### src/rtl/tri_st_add_pkg.sv
// Shared constants and FSM encoding for the byte-serial adder.
package tri_st_add_pkg;

    localparam int BYTE = 8;

    typedef enum logic [1:0] {
        IDLE = 2'b00,
        RUN  = 2'b01,
        DONE = 2'b10
    } state_t;

endpackage

### src/rtl/tri_st_add_slice8.sv
// One byte of the adder: both carry-in cases are summed up front and the
// late-arriving carry only drives the final select.
module tri_st_add_slice8
    import tri_st_add_pkg::*;
(
    input  logic [0:BYTE-1] a,
    input  logic [0:BYTE-1] b,
    input  logic            ci,
    output logic [0:BYTE-1] sum,
    output logic            co
);

    logic [BYTE:0] w_s0;
    logic [BYTE:0] w_s1;

    assign w_s0 = {1'b0, a} + {1'b0, b};
    assign w_s1 = {1'b0, a} + {1'b0, b} + (BYTE+1)'(1);

    assign sum = ci ? w_s1[BYTE-1:0] : w_s0[BYTE-1:0];
    assign co  = ci ? w_s1[BYTE]     : w_s0[BYTE];

endmodule

### src/rtl/tri_st_add_seq.sv
// Two-requester, byte-serial adder. Operands are captured on grant, then
// added one byte per cycle from the LSB byte up; the result is presented
// for a single DONE cycle and held afterwards.
module tri_st_add_seq
    import tri_st_add_pkg::*;
#(
    parameter int WIDTH = 64
) (
    input  logic             nclk,
    input  logic             rst,
    input  logic             r0_req,
    input  logic [0:WIDTH-1] r0_a,
    input  logic [0:WIDTH-1] r0_b,
    input  logic             r0_ci,
    input  logic             r0_sub,
    output logic             r0_gnt,
    input  logic             r1_req,
    input  logic [0:WIDTH-1] r1_a,
    input  logic [0:WIDTH-1] r1_b,
    input  logic             r1_ci,
    input  logic             r1_sub,
    output logic             r1_gnt,
    input  logic             flush,
    output logic             rsp_val,
    output logic             rsp_id,
    output logic [0:WIDTH-1] rsp_sum,
    output logic             rsp_co,
    output logic             rsp_ovf,
    output logic             busy
);

    localparam int NB = WIDTH / BYTE;
    localparam int CW = (NB > 8) ? $clog2(NB) : 3;

    state_t           r_state;
    logic [CW-1:0]    r_cnt;
    logic [0:WIDTH-1] r_a;
    logic [0:WIDTH-1] r_b;
    logic [0:WIDTH-1] r_acc;
    logic             r_cy;
    logic             r_id;
    logic             r_last;   // 1 = r1 granted last, so r0 wins a tie

    logic             w_idle_ok;
    logic             w_gnt0;
    logic             w_gnt1;
    logic             w_last_beat;
    logic [0:BYTE-1]  w_byte_sum;
    logic             w_byte_co;
    logic [0:WIDTH-1] w_acc_nxt;
    logic             w_ovf;

    // Grants only from IDLE, never under flush or reset.
    assign w_idle_ok = (r_state == IDLE) & ~flush & ~rst;
    assign w_gnt0    = w_idle_ok & r0_req & (~r1_req | r_last);
    assign w_gnt1    = w_idle_ok & r1_req & (~r0_req | ~r_last);
    assign r0_gnt    = w_gnt0;
    assign r1_gnt    = w_gnt1;

    assign busy    = (r_state != IDLE);
    assign rsp_val = (r_state == DONE) & ~flush;

    assign w_last_beat = (r_cnt == CW'(NB - 1));

    tri_st_add_slice8 u_slice (
        .a   (r_a[WIDTH-BYTE:WIDTH-1]),
        .b   (r_b[WIDTH-BYTE:WIDTH-1]),
        .ci  (r_cy),
        .sum (w_byte_sum),
        .co  (w_byte_co)
    );

    // New byte enters at the MSB end; after NB beats the first byte sits at the LSB end.
    assign w_acc_nxt = WIDTH'({w_byte_sum, r_acc} >> BYTE);

    // On the last beat the slice holds the MSB byte, so its sign bits decide overflow.
    assign w_ovf = (r_a[WIDTH-BYTE] == r_b[WIDTH-BYTE]) &
                   (w_byte_sum[0] != r_a[WIDTH-BYTE]);

    // FSM, arbiter pointer, operand shifters and response registers.
    always_ff @(posedge nclk or posedge rst) begin
        if (rst) begin
            r_state <= IDLE;
            r_cnt   <= '0;
            r_a     <= '0;
            r_b     <= '0;
            r_acc   <= '0;
            r_cy    <= 1'b0;
            r_id    <= 1'b0;
            r_last  <= 1'b1;
            rsp_id  <= 1'b0;
            rsp_sum <= '0;
            rsp_co  <= 1'b0;
            rsp_ovf <= 1'b0;
        end else begin
            case (r_state)
                IDLE: begin
                    if (w_gnt0 | w_gnt1) begin
                        r_a     <= w_gnt1 ? r1_a : r0_a;
                        r_b     <= w_gnt1 ? (r1_b ^ {WIDTH{r1_sub}}) : (r0_b ^ {WIDTH{r0_sub}});
                        r_cy    <= w_gnt1 ? r1_ci : r0_ci;
                        r_id    <= w_gnt1;
                        r_last  <= w_gnt1;
                        r_cnt   <= '0;
                        r_state <= RUN;
                    end
                end
                RUN: begin
                    if (flush) begin
                        r_cnt   <= '0;
                        r_state <= IDLE;
                    end else begin
                        r_a   <= r_a >> BYTE;
                        r_b   <= r_b >> BYTE;
                        r_acc <= w_acc_nxt;
                        r_cy  <= w_byte_co;
                        r_cnt <= r_cnt + CW'(1);
                        if (w_last_beat) begin
                            r_cnt   <= '0;
                            r_state <= DONE;
                            rsp_sum <= w_acc_nxt;
                            rsp_co  <= w_byte_co;
                            rsp_ovf <= w_ovf;
                            rsp_id  <= r_id;
                        end
                    end
                end
                DONE: begin
                    r_state <= IDLE;
                end
                default: begin
                    r_state <= IDLE;
                end
            endcase
        end
    end

endmodule

### config.mk
export PLATFORM = sky130hd
export DESIGN_NAME = tri_st_add_seq
export DESIGN_NICKNAME = d
export VERILOG_FILES = /design/src/rtl/tri_st_add_pkg.sv /design/src/rtl/tri_st_add_slice8.sv /design/src/rtl/tri_st_add_seq.sv
export SDC_FILE = /design/constraint.sdc
export NUM_CORES = 1
export LEC_CHECK = 0
export ABC_AREA = 1
export BUFFER_PORTS_ARGS = -buffer_cell sky130_fd_sc_hd__buf_2
export CAP_MARGIN = 20
export CORE_MARGIN = 5
export CORE_UTILIZATION = 33
export CTS_CLUSTER_SIZE = 24
export DETAILED_ROUTE_END_ITERATION = 8
export GPL_ROUTABILITY_DRIVEN = 0
export GPL_TIMING_DRIVEN = 0
export SETUP_SLACK_MARGIN = 0.2
export SYNTH_ARGS = -nofsm -noshare
export SYNTH_HDL_FRONTEND = slang
export SYNTH_SLANG_ARGS = --single-unit
### constraint.sdc
create_clock -name nclk -period 12.1 [get_ports nclk]
set_clock_uncertainty 0.05 [all_clocks]
set_input_delay 0.605 -clock nclk [delete_from_list [all_inputs] [get_ports nclk]]
set_output_delay 0.605 -clock nclk [all_outputs]
set_load 0.02 [all_outputs]
==> metrics.log, run 1 <==
[metrics] Max FO, Critical Path: 10
[metrics] Synth warnings: 0
[metrics] most frequent cells in the layout: sky130_fd_sc_hd__nand2_1 (571), sky130_fd_sc_hd__buf_2 (376), sky130_fd_sc_hd__dfrtp_1 (258), sky130_fd_sc_hd__o21ai_0 (123), sky130_fd_sc_hd__o211ai_1 (111)
[metrics] origin of the critical flop-to-flop path: r_state[1]
[metrics] global-route usage over all layers: a little under a fifth
[metrics] Util after Layout: between 40% and 50%
[metrics] Clock Tree Root: sky130_fd_sc_hd__clkbuf_16
[metrics] CTS Hold Bufs: 0
[metrics] tightest slew margin relative to the limit: between 40% and 50%
[metrics] slowest CP cell: sky130_fd_sc_hd__dfrtp_1
[metrics] clock latency of the later-clocked register in the worst-skew pair: roughly 540 ps
[metrics] area of the die: between 0.04 and 0.05 mm2
[metrics] maximum vdd drop: around 0.095 mV
[metrics] post-synth top area cell: sky130_fd_sc_hd__dfrtp_1
[metrics] placeable core region: 0.0407 mm2
[metrics] Vias per Instance: 4.85
[metrics] area grow syn2layout: 25.1%
[metrics] number of buffers between clock root and the deepest sink: 3
[metrics] Maximum Capacitance Violations: 0
[metrics] transition time of the tightest slew-check pin: about 800 ps
[metrics] chip width: around 210 um
[metrics] critical path depth: 8
[metrics] Worst Setup Start Kind: flip-flop
[metrics] unique cell type count in the Yosys netlist: 32
[metrics] switching power: ~1000 uW
[metrics] power per cell area: roughly 180 mW/mm2
[metrics] FF-to-FF setup slack: roughly 9500 ps
[metrics] final hold slack: ~49 ps
[metrics] fin crit share: about 28%
[metrics] ranking of synthesized cells by area: sky130_fd_sc_hd__dfrtp_1 (48%), sky130_fd_sc_hd__nand2_1 (16%), sky130_fd_sc_hd__o211ai_1 (6.2%)
[metrics] starting DRC count in detailed routing: 650
[metrics] Synthesized Nets: between 1500 and 2000
[metrics] flop and latch count out of synthesis: about 260
[metrics] first-pass GRT wire length: ~70000 um
[metrics] number of antenna-violating nets in the routed design: 0
[metrics] delay-heaviest family, CP: buffers and inverters
[metrics] via count: around 13000
[metrics] Crit path arrival time: between 2000 and 3000 ps
[metrics] vias in the first global route: ~13000
[metrics] sequential cell area fraction in the yosys report: between 40% and 50%
[metrics] WL met1: between 15000 and 20000 um
[metrics] routed length on met3: between 2000 and 3000 um
[metrics] Final Max Slew Viols: 0
[metrics] H-tree levels: 1
[metrics] crit path capture type: output port
[metrics] status: finished, final reports clean
[metrics] part of the total power dissipated in the clock network: approximately 31%
[metrics] Port-buffer cells: roughly 330
[metrics] Crit path largest cell delay: 400 ps
[metrics] combinational cell fraction of total power: 26.9%
[metrics] residual DRC count: 0
[metrics] sequential power share: 42.2%
[metrics] average detailed-routed wire length per instance: around 17 um
[metrics] kind of critical path: reg -> out
[metrics] r2r endpoint: r_a[55]
[metrics] number of instances in the synthesized netlist: roughly 1700
[metrics] final global-route overflow total: 0
[metrics] launch point of the critical path: r_state[1]
[metrics] Pleak: between 0.008 and 0.009 uW
[metrics] total clock buffers created by CTS: 29
[metrics] most frequent cell on the critical path: sky130_fd_sc_hd__buf_2
[metrics] final hold viol count: 0
[metrics] Die Span Y: approximately 210 um
[metrics] HPWL reported at the end of detailed placement: approximately 35000 um
[metrics] Critical Path, Cell by Cell: inv_2 > nand2_1 > nor3_2 > nand3_2 > inv_1 > buf_2 > buf_2 > buf_2
[metrics] synthesized area per cell: 8.13 um2
[metrics] area of the mapped netlist: between 0.01 and 0.015 mm2
[metrics] TritonRoute pass-1 iters: 6
[metrics] number of antenna violations at the first check in global routing: 5
[metrics] maximum number of pins on one net before global-route repair: 115
[metrics] switching share of power: 33.5%
[metrics] Worst Path Required: roughly 11000 ps
[metrics] clock slew at the register clock pins of the worst setup and hold paths: roughly 60 ps
[metrics] effective utilization at floorplan: around a third
[metrics] # nets final: roughly 2300
[metrics] top-level port count: around 340
[metrics] number of gates resized after cts: 0
[metrics] Post-Route WL: ~44000 um
[metrics] Setup TNS: 0 ps
[metrics] highest metal used: met5
[metrics] internal power contribution: just under 2000 uW
[metrics] most common cell after layout, fill and taps aside: sky130_fd_sc_hd__nand2_1
[metrics] Bufs and invs on worst path: 5
[metrics] share of the synthesized area in the top cell type: between 40% and 50%
[metrics] met2 WL: approximately 21000 um
[metrics] timing-limited maximum frequency: 300 MHz
[metrics] Placement Rows: 74
[metrics] min cycle time layout: approximately 3300 ps
[metrics] count of clock tree sinks: 259
[metrics] setup repair after global routing missed its margin: false
[metrics] TritonCTS clock tree: built
[metrics] share of cells above drive strength 1: between 20% and 30%
[metrics] path category of the worst min-delay check: in -> async
[metrics] number of buffers added for setup after CTS: 0
[metrics] count of cells along the worst register-to-register path: 10
[metrics] final setup violation count: 0
-- through the flow --
stage | cells | total power (uW) | setup WS (ps) | cell area, um2
floorplan | 1666 | 1790 | 4320 | 13500
finish | 2586 | 2980 | 8760 | 16900
global placement | 2531 | 2050 | 1390 | 15900
CTS | 2585 | 3000 | 8630 | 16900
detailed placement | 2533 | 2070 | 8930 | 15900
global route | 2585 | 3180 | 8540 | 16900
-- registers in the layout, indices dropped and copies added (netlist names) --
register  flops
r_state       2
r_cnt         3
r_id          1
rsp_co        1
rsp_sum      64
r_b          64
rsp_ovf       1
r_last        1
r_a          64
r_acc        56
r_cy          1
rsp_id        1
-- synth_stat cells (all sizes together) --
cell type / count
dfrtp: 258
nor3: 2
nand2: 571
a32o: 2
clkbuf: 63
or2: 8
nand3b: 1
inv: 77
ha: 11
a31oi: 56
nor2: 79
xnor2: 59
fa: 1
o211ai: 111
nand4: 2
nand3: 79
xor2: 66
a21oi: 14
o31ai: 17
buf: 59
o21ai: 129
dfstp: 1
-- how the worst max path moves through the flow --
| stage | to |
|---|---|
| after CTS | r1_gnt |
| final | r1_gnt |
| after floorplan | r_a[0] |
| after detailed placement | r1_gnt |
| after global placement | r_b[24] |
| after global routing | r1_gnt |
-- power groups by stage --
stage               sequential [uW]  clock (uW)  combinational, uW
floorplan                      1230           0                559
global placement               1260           0                784
detailed placement             1270           0                804
CTS                            1260         940                807
global route                   1280         976                922
finish                         1260         920                799
-- worst reg2reg max path, cell delays in order (launching register included) --
cell,delay (ps)
sky130_fd_sc_hd__dfrtp_1,400
sky130_fd_sc_hd__inv_2,60
sky130_fd_sc_hd__nand2_1,70
sky130_fd_sc_hd__nor3_2,240
sky130_fd_sc_hd__nand3_2,360
sky130_fd_sc_hd__clkbuf_1,420
sky130_fd_sc_hd__clkbuf_1,390
sky130_fd_sc_hd__nand2_1,150
sky130_fd_sc_hd__nand3_1,160
sky130_fd_sc_hd__o211ai_1,150
sky130_fd_sc_hd__nand2_1,70
-- layer usage --
metal | track usage [%] | vias to the layer above
met3 | 3.16 | 67
li1 | - | 6227
met1 | 26.0 | 5872
met2 | 32.3 | 361
met5 | 0 | -
met4 | 3.75 | 8
-- cells by family (layout without fill, tap and decap cells) --
logic type | Yosys count | after routing | synth area share, %
buf+inv | 199 | 586 | 5.97
other cells | 0 | 1 | 0
compound gates | 329 | 329 | 15.2
xor+xnor | 125 | 125 | 8.09
flops | 259 | 259 | 47.9
simple gates | 742 | 742 | 21.7
fa+ha+maj | 12 | 12 | 1.16
-- area by class of cell --
cell class | count | area (um2)
timing repair buffer | 335 | 1720
multi-input combinational | 1208 | 6250
inverter | 77 | 297
fill | 4184 | 23800
clock inverter | 9 | 145
sequential | 259 | 6480
buffer | 122 | 519
clock buffer | 43 | 858
tap | 532 | 666
antenna | 1 | 2.50
Note: power is estimated with default switching activity, not from simulation.
==> run 2, diff against run 1 <==
- clock period: 12.1 -> 3.25 ns (I/O delays scaled with it)
==> metrics.log, run 2 (synthesis gave the netlist of run 1 again) <==
[metrics] # nets final: ~2500
[metrics] Max FO, Critical Path: 10
[metrics] Worst Setup Start Kind: flip-flop
[metrics] status: finished, violations left
[metrics] TritonRoute pass-1 iters: 5
[metrics] tightest slew margin relative to the limit: a little under half
[metrics] Pleak: roughly 0.0090 uW
[metrics] clock slew at the register clock pins of the worst setup and hold paths: ~60 ps
[metrics] switching power: about 3800 uW
[metrics] area grow syn2layout: 36.6%
[metrics] Crit path largest cell delay: between 400 and 500 ps
[metrics] Critical Path, Cell by Cell: inv_2 > nand2_1 > nor3_2 > nand3_4 > inv_1 > buf_2 > buf_2 > buf_2
[metrics] number of buffers between clock root and the deepest sink: 3
[metrics] setup slack after placement: between 500 and 600 ps
[metrics] HPWL reported at the end of detailed placement: ~35000 um
[metrics] power per cell area: about 610 mW/mm2
[metrics] internal power contribution: approximately 7600 uW
[metrics] violated checks: negative hold slack
[metrics] area of the die: between 0.04 and 0.05 mm2
[metrics] count of clock tree sinks: ~260
[metrics] chip width: roughly 210 um
[metrics] largest registers: r_a x64, r_b x64, rsp_sum x64
[metrics] Die Span Y: 213 um
[metrics] first-pass GRT wire length: between 70000 and 80000 um
[metrics] transition time of the tightest slew-check pin: 792 ps
[metrics] average detailed-routed wire length per instance: between 15 and 20 um
[metrics] Bufs and invs on worst path: 5
[metrics] Worst Path Required: around 3000 ps
[metrics] number of antenna-violating nets in the routed design: 0
[metrics] Placement Cell Area: roughly 0.016 mm2
[metrics] final hold slack: -1.00 ps
[metrics] part of the total power dissipated in the clock network: 30.4%
[metrics] most frequent cell on the critical path: sky130_fd_sc_hd__buf_2
[metrics] delay-heaviest family, CP: buffers and inverters
[metrics] residual DRC count: 0
[metrics] total clock buffers created by CTS: 28
[metrics] switching share of power: approximately a third
[metrics] share of cells above drive strength 1: 20.7%
[metrics] Final Max Slew Viols: 0
[metrics] TritonCTS clock tree: built
[metrics] maximum number of pins on one net before global-route repair: 41
[metrics] vias in the first global route: ~14000
[metrics] kind of critical path: reg -> out
[metrics] via count: about 13000
[metrics] setup repair after global routing missed its margin: false
[metrics] final global-route overflow total: 0
[metrics] Maximum Capacitance Violations: 0
[metrics] Vias per Instance: around 4.9
[metrics] effective utilization at floorplan: around a third
[metrics] fin crit share: 89.5%
[metrics] fillcell total: just over 4000
[metrics] Crit path arrival time: about 2700 ps
[metrics] path category of the worst min-delay check: in -> reg
[metrics] min cycle time layout: about 2900 ps
[metrics] H-tree levels: 1
[metrics] most common cell after layout, fill and taps aside: sky130_fd_sc_hd__nand2_1
[metrics] Port-buffer cells: between 300 and 400
[metrics] Post-Layout Inst Area: about 0.018 mm2
[metrics] combinational cell fraction of total power: ~28%
[metrics] most frequent cells in the layout: sky130_fd_sc_hd__nand2_1 (571), sky130_fd_sc_hd__buf_2 (376), sky130_fd_sc_hd__dfrtp_1 (258), sky130_fd_sc_hd__dlygate4sd3_1 (145), sky130_fd_sc_hd__o21ai_0 (123)
[metrics] starting DRC count in detailed routing: between 800 and 900
[metrics] clock latency of the later-clocked register in the worst-skew pair: ~540 ps
[metrics] timing-limited maximum frequency: ~340 MHz
[metrics] slowest CP cell: sky130_fd_sc_hd__dfrtp_1
[metrics] top-level port count: 336
[metrics] number of antenna violations at the first check in global routing: 3
[metrics] placeable core region: between 0.04 and 0.05 mm2
[metrics] number of buffers added for setup after CTS: 0
[metrics] final hold viol count: 1
[metrics] worst path setup slack after routing: around 340 ps
[metrics] Placement Rows: 74
[metrics] final setup violation count: 0
[metrics] crit path capture type: output port
[metrics] global-route usage over all layers: approximately 20%
[metrics] maximum vdd drop: between 0.3 and 0.4 mV
[metrics] Post-Route WL: between 40000 and 50000 um
[metrics] sequential power share: 41.2%
[metrics] Clock Tree Root: sky130_fd_sc_hd__clkbuf_16
[metrics] Setup TNS: 0 ps
==> run 2: cell types whose count changed in the layout (fill, tap and decap cells not counted), sizes merged <==
cell         previous run  this run
clkbuf                106       105
dlygate4sd3             0       145
buf                   394       399
clkinv                  5         2
inv                    77        76
diode                   1         2
clkinvlp                0         3
==> run 2: final cells by class <==
class                   instances  area (um2)  share of cell area [%]
well taps                     532         666                    3.60
diodes                          2        5.00                  0.0271
inverters                      77         293                    1.58
clock buffers                  42         865                    4.68
repair buffers                485        3260                    17.6
multi-input cells            1208        6260                    33.8
flip-flops and latches        259        6480                    35.1
clock inverters                 8         145                   0.785
plain buffers                 122         519                    2.81
==> run 2: worst paths after layout <==
path,startpoint,endpoint,slack (ps),cells after the start
min in group asynchronous,rst,r_a[27],280,3
max in group asynchronous,rst,r_b[51],1560,7
min reg2reg,rsp_sum[10],rsp_sum[10],420,2
min,r0_a[58],r_a[58],-1,5
max,r_state[1],r1_gnt,340,8
max reg2reg,r_state[1],r_a[48],380,12
==> run 2: worst register-to-register path, stage by stage (launching register included) <==
cell	delay (ps)
sky130_fd_sc_hd__dfrtp_1	410
sky130_fd_sc_hd__inv_2	70
sky130_fd_sc_hd__nand2_1	70
sky130_fd_sc_hd__nor3_2	290
sky130_fd_sc_hd__nand3_4	270
sky130_fd_sc_hd__inv_1	140
sky130_fd_sc_hd__buf_2	310
sky130_fd_sc_hd__buf_2	280
sky130_fd_sc_hd__nand2_1	70
sky130_fd_sc_hd__nand3_1	70
sky130_fd_sc_hd__dlygate4sd3_1	590
sky130_fd_sc_hd__o211ai_1	100
sky130_fd_sc_hd__nand2_1	80
==> run 2: per-layer routing <==
metal	routed length, um	vias to the layer above	part of all wire (%)	GRT usage [%]
met5	13	-	0.028	0
met4	1390	2	3.0	6.05
met3	2660	93	5.8	3.20
met2	21900	436	48	33.3
met1	19800	6232	43	26.5
li1	-	6531	-	-
==> run 2: power groups by stage <==
stage	Clock [uW]	Combinational, uW	Sequential (uW)
4_1_cts	3520	3240	4680
3_3_place_gp	0	2920	4710
6_report	3450	3230	4680
3_5_place_dp	0	3000	4720
5_1_grt	3640	3690	4780
2_1_floorplan	0	2080	4580
==> run 2: stage by stage <==
step / util, % / total power, uW / std cells
CTS: 45.4 / 11400 / 2733
finish: 45.4 / 11400 / 2735
global route: 45.4 / 12100 / 2734
global placement: 39.0 / 7630 / 2531
floorplan: - / 6670 / 1666
detailed placement: 39.3 / 7720 / 2538
==> run 2: what timing repair did <==
| item | in CTS | in global routing |
|---|---|---|
| hold buffers | 145 | 0 |
| setup endpoints to repair | 0 | 25 |
| gates resized for setup | 0 | 1 |
| endpoints found under the hold margin | 110 | 0 |
==> run 3, diff against run 2 <==
- ABC_AREA: 1 -> unset
==> metrics.log, run 3 <==
[metrics] delay-heaviest family, CP: buffers and inverters
[metrics] area grow syn2layout: 31.1%
[metrics] average detailed-routed wire length per instance: roughly 17 um
[metrics] Top FF cell, synth: sky130_fd_sc_hd__dfrtp_1
[metrics] via count: approximately 13000
[metrics] fraction of the mapped netlist area in compound gates: about 16%
[metrics] maximum vdd drop: slightly below 0.3 mV
[metrics] placeable core region: roughly 0.040 mm2
[metrics] setup repair after global routing missed its margin: true
[metrics] total clock buffers created by CTS: 29
[metrics] tightest slew margin relative to the limit: 44.7%
[metrics] unique cell type count in the Yosys netlist: 44
[metrics] routed length on met3: 2440 um
[metrics] kind of critical path: reg -> reg
[metrics] Crit path arrival time: 3270 ps
[metrics] Pleak: 0.00871 uW
[metrics] area share of xor/xnor cells in the synthesized design: a little under a tenth
[metrics] maximum number of pins on one net before global-route repair: 42
[metrics] first-pass GRT wire length: roughly 70000 um
[metrics] Crit path largest cell delay: approximately 580 ps
[metrics] TritonCTS clock tree: built
[metrics] Util after Layout: 43.9%
[metrics] Setup TNS: 0 ps
[metrics] highest metal used: met5
[metrics] power per cell area: 602 mW/mm2
[metrics] largest family of logic cells by synthesized area: simple AND/OR/NAND/NOR gates
[metrics] flop and latch count out of synthesis: ~260
[metrics] overall power: roughly 11000 uW
[metrics] transition time of the tightest slew-check pin: approximately 830 ps
[metrics] Placement Rows: 73
[metrics] WL met1: just under 20000 um
[metrics] simple-gate share of the synthesized area: just over 20%
[metrics] met2 WL: about 21000 um
[metrics] slowest CP cell: sky130_fd_sc_hd__dlygate4sd3_1
[metrics] number of instances in the synthesized netlist: between 1500 and 2000
[metrics] final setup violation count: 0
[metrics] TritonRoute pass-1 iters: 5
[metrics] Vias per Instance: about 4.9
[metrics] number of antenna-violating nets in the routed design: 0
[metrics] final hold viol count: 0
[metrics] Post-Route WL: around 43000 um
[metrics] Final Max Slew Viols: 0
[metrics] largest registers: r_a x64, r_b x64, rsp_sum x64
[metrics] Max FO, Critical Path: 10
[metrics] area of the mapped netlist: about 0.013 mm2
[metrics] fin crit share: 89.9%
[metrics] count of clock tree sinks: around 260
[metrics] Bufs and invs on worst path: 5
[metrics] post-synth top area cell: sky130_fd_sc_hd__dfrtp_1
[metrics] H-tree levels: 1
[metrics] starting DRC count in detailed routing: between 700 and 800
[metrics] final hold slack: 15.1 ps
[metrics] multiplexer fraction of the synthesized cell area: 0.751%
[metrics] Maximum Capacitance Violations: 0
[metrics] clock latency of the later-clocked register in the worst-skew pair: roughly 540 ps
[metrics] most common cell after layout, fill and taps aside: sky130_fd_sc_hd__nand2_1
[metrics] Clock Tree Root: sky130_fd_sc_hd__clkbuf_16
[metrics] global-route usage over all layers: 19.2%
[metrics] sequential cell area fraction in the yosys report: 48.6%
[metrics] most used standard cell by instance count after synthesis: sky130_fd_sc_hd__nand2_1
[metrics] Die Span Y: between 200 and 250 um
[metrics] # nets final: roughly 2300
[metrics] Worst Path Required: 3600 ps
[metrics] Synthesized Nets: approximately 1900
[metrics] status: finished, final reports clean
[metrics] synthesized area per cell: 8.19 um2
[metrics] area of the die: between 0.04 and 0.05 mm2
[metrics] share of flip-flops with an asynchronous set or reset after synthesis: 100%
[metrics] most frequent cells after synthesis: sky130_fd_sc_hd__nand2_1 (583), sky130_fd_sc_hd__dfrtp_1 (258), sky130_fd_sc_hd__a21oi_1 (184)
[metrics] Worst Setup Start Kind: flip-flop
[metrics] Synth warnings: 0
[metrics] crit path capture type: flip-flop
[metrics] fillcell total: about 4100
[metrics] count of flip-flops with a built-in enable after synthesis: 0
[metrics] clock slew at the register clock pins of the worst setup and hold paths: 60 ps
[metrics] setup slack after placement: -260 ps
[metrics] number of antenna violations at the first check in global routing: 3
[metrics] worst path setup slack after routing: 329 ps
[metrics] vias in the first global route: ~13000
[metrics] chip width: 211 um
[metrics] effective utilization at floorplan: about a third
[metrics] residual DRC count: 0
[metrics] final global-route overflow total: 0
[metrics] min cycle time layout: roughly 2900 ps
[metrics] HPWL reported at the end of detailed placement: 33600 um
[metrics] timing-limited maximum frequency: roughly 340 MHz
[metrics] most frequent cells in the layout: sky130_fd_sc_hd__nand2_1 (583), sky130_fd_sc_hd__buf_2 (354), sky130_fd_sc_hd__dfrtp_1 (258), sky130_fd_sc_hd__a21oi_1 (184), sky130_fd_sc_hd__o21ai_0 (93)
[metrics] number of buffers between clock root and the deepest sink: 3
[metrics] Critical Path, Cell by Cell: nor4_4 > buf_4 > nand3_2 > inv_2 > buf_2 > clkbuf_4 > mux2i_1 > dlygate4sd3_1 > o21ai_0
[metrics] post-synthesis adder-cell area fraction: 1.18%
[metrics] Port-buffer cells: around 330
[metrics] share of the synthesized area in the top cell type: approximately 48%
[metrics] ranking of synthesized cells by area: sky130_fd_sc_hd__dfrtp_1 (48%), sky130_fd_sc_hd__nand2_1 (16%), sky130_fd_sc_hd__a21oi_1 (6.9%)
[metrics] path category of the worst min-delay check: in -> reg
[metrics] top-level port count: roughly 340
[metrics] share of cells above drive strength 1: between 20% and 30%
run 3: changes by cell type after synthesis, moves of 27 or more:
cell,previous run,this run
sky130_fd_sc_hd__a211oi_1,0,57
sky130_fd_sc_hd__a21oi_1,13,184
sky130_fd_sc_hd__inv_1,69,2
sky130_fd_sc_hd__o21ai_1,5,54
sky130_fd_sc_hd__o21ai_0,123,93
sky130_fd_sc_hd__clkbuf_1,63,90
sky130_fd_sc_hd__o211ai_1,111,0
sky130_fd_sc_hd__a31oi_1,56,1
sky130_fd_sc_hd__nand3_1,78,8
run 3: cells by family (layout without fill, tap and decap cells):
group / after synthesis / count (layout)
compound gates: 398 / 398
xor+xnor: 139 / 139
fa+ha+maj: 12 / 12
buf+inv: 125 / 579
flops: 259 / 259
mux: 10 / 10
other cells: 0 / 1
simple gates: 685 / 685
run 3: worst paths after layout:
check	from	to	slack [ps]	depth (start not counted)
setup / recovery	r_state[1]	r_a[0]	330	9
hold / removal	r1_a[38]	r_a[38]	20	5
setup reg to reg	r_state[1]	r_a[0]	330	9
hold reg to reg	rsp_sum[17]	rsp_sum[17]	420	2
max in group asynchronous	rst	r_b[34]	1920	6
min in group asynchronous	rst	r_acc[16]	260	3
run 3: tightest hold or removal path: stages:
cell	delay, ps
sky130_fd_sc_hd__buf_2	100
sky130_fd_sc_hd__nand2_1	50
sky130_fd_sc_hd__a21oi_1	60
sky130_fd_sc_hd__a21oi_1	130
sky130_fd_sc_hd__o21ai_1	60
run 3: cell type report:
cell class,instances,area [um2],area share [%]
Clock buffer,41,841,4.81
Tap cell,525,657,3.76
Timing Repair Buffer,403,2430,13.9
Clock inverter,10,150,0.859
Multi-Input combinational cell,1244,6410,36.7
Sequential cell,259,6480,37.1
Antenna cell,1,2.50,0.0143
Inverter,4,18.8,0.107
Buffer,121,488,2.79
run 3: per-stage QoR:
step	cell area, um2	cells
after detailed placement	15800	2493
final	17500	2608
after global placement	15700	2486
after CTS	17400	2606
after floorplan	13300	1628
after global routing	17500	2608
run 3: repair_timing:
action / 4_1_cts / 5_1_grt
hold endpoints to repair: 60 / 0
resized for setup: 6 / 9
hold buffers: 61 / 0
pin swaps: 1 / 1
setup buffers: 1 / 1
setup endpoints to repair: 122 / 17
run 3: routing by layer:
layer,GRT usage [%],up-vias
li1,-,6218
met2,31.9,398
met3,3.12,77
met1,26.1,5961
met5,0,-
met4,5.16,4
run 3: power breakdown:
| group | total, uW | leakage [uW] | internal (uW) | switching, uW |
|---|---|---|---|---|
| sequential | 4600 | 0.00340 | 4010 | 591 |
| combinational | 2530 | 0.00482 | 1080 | 1450 |
| clock | 3390 | 0.000494 | 2100 | 1290 |
| total | 10500 | 0.00871 | 7190 | 3330 |
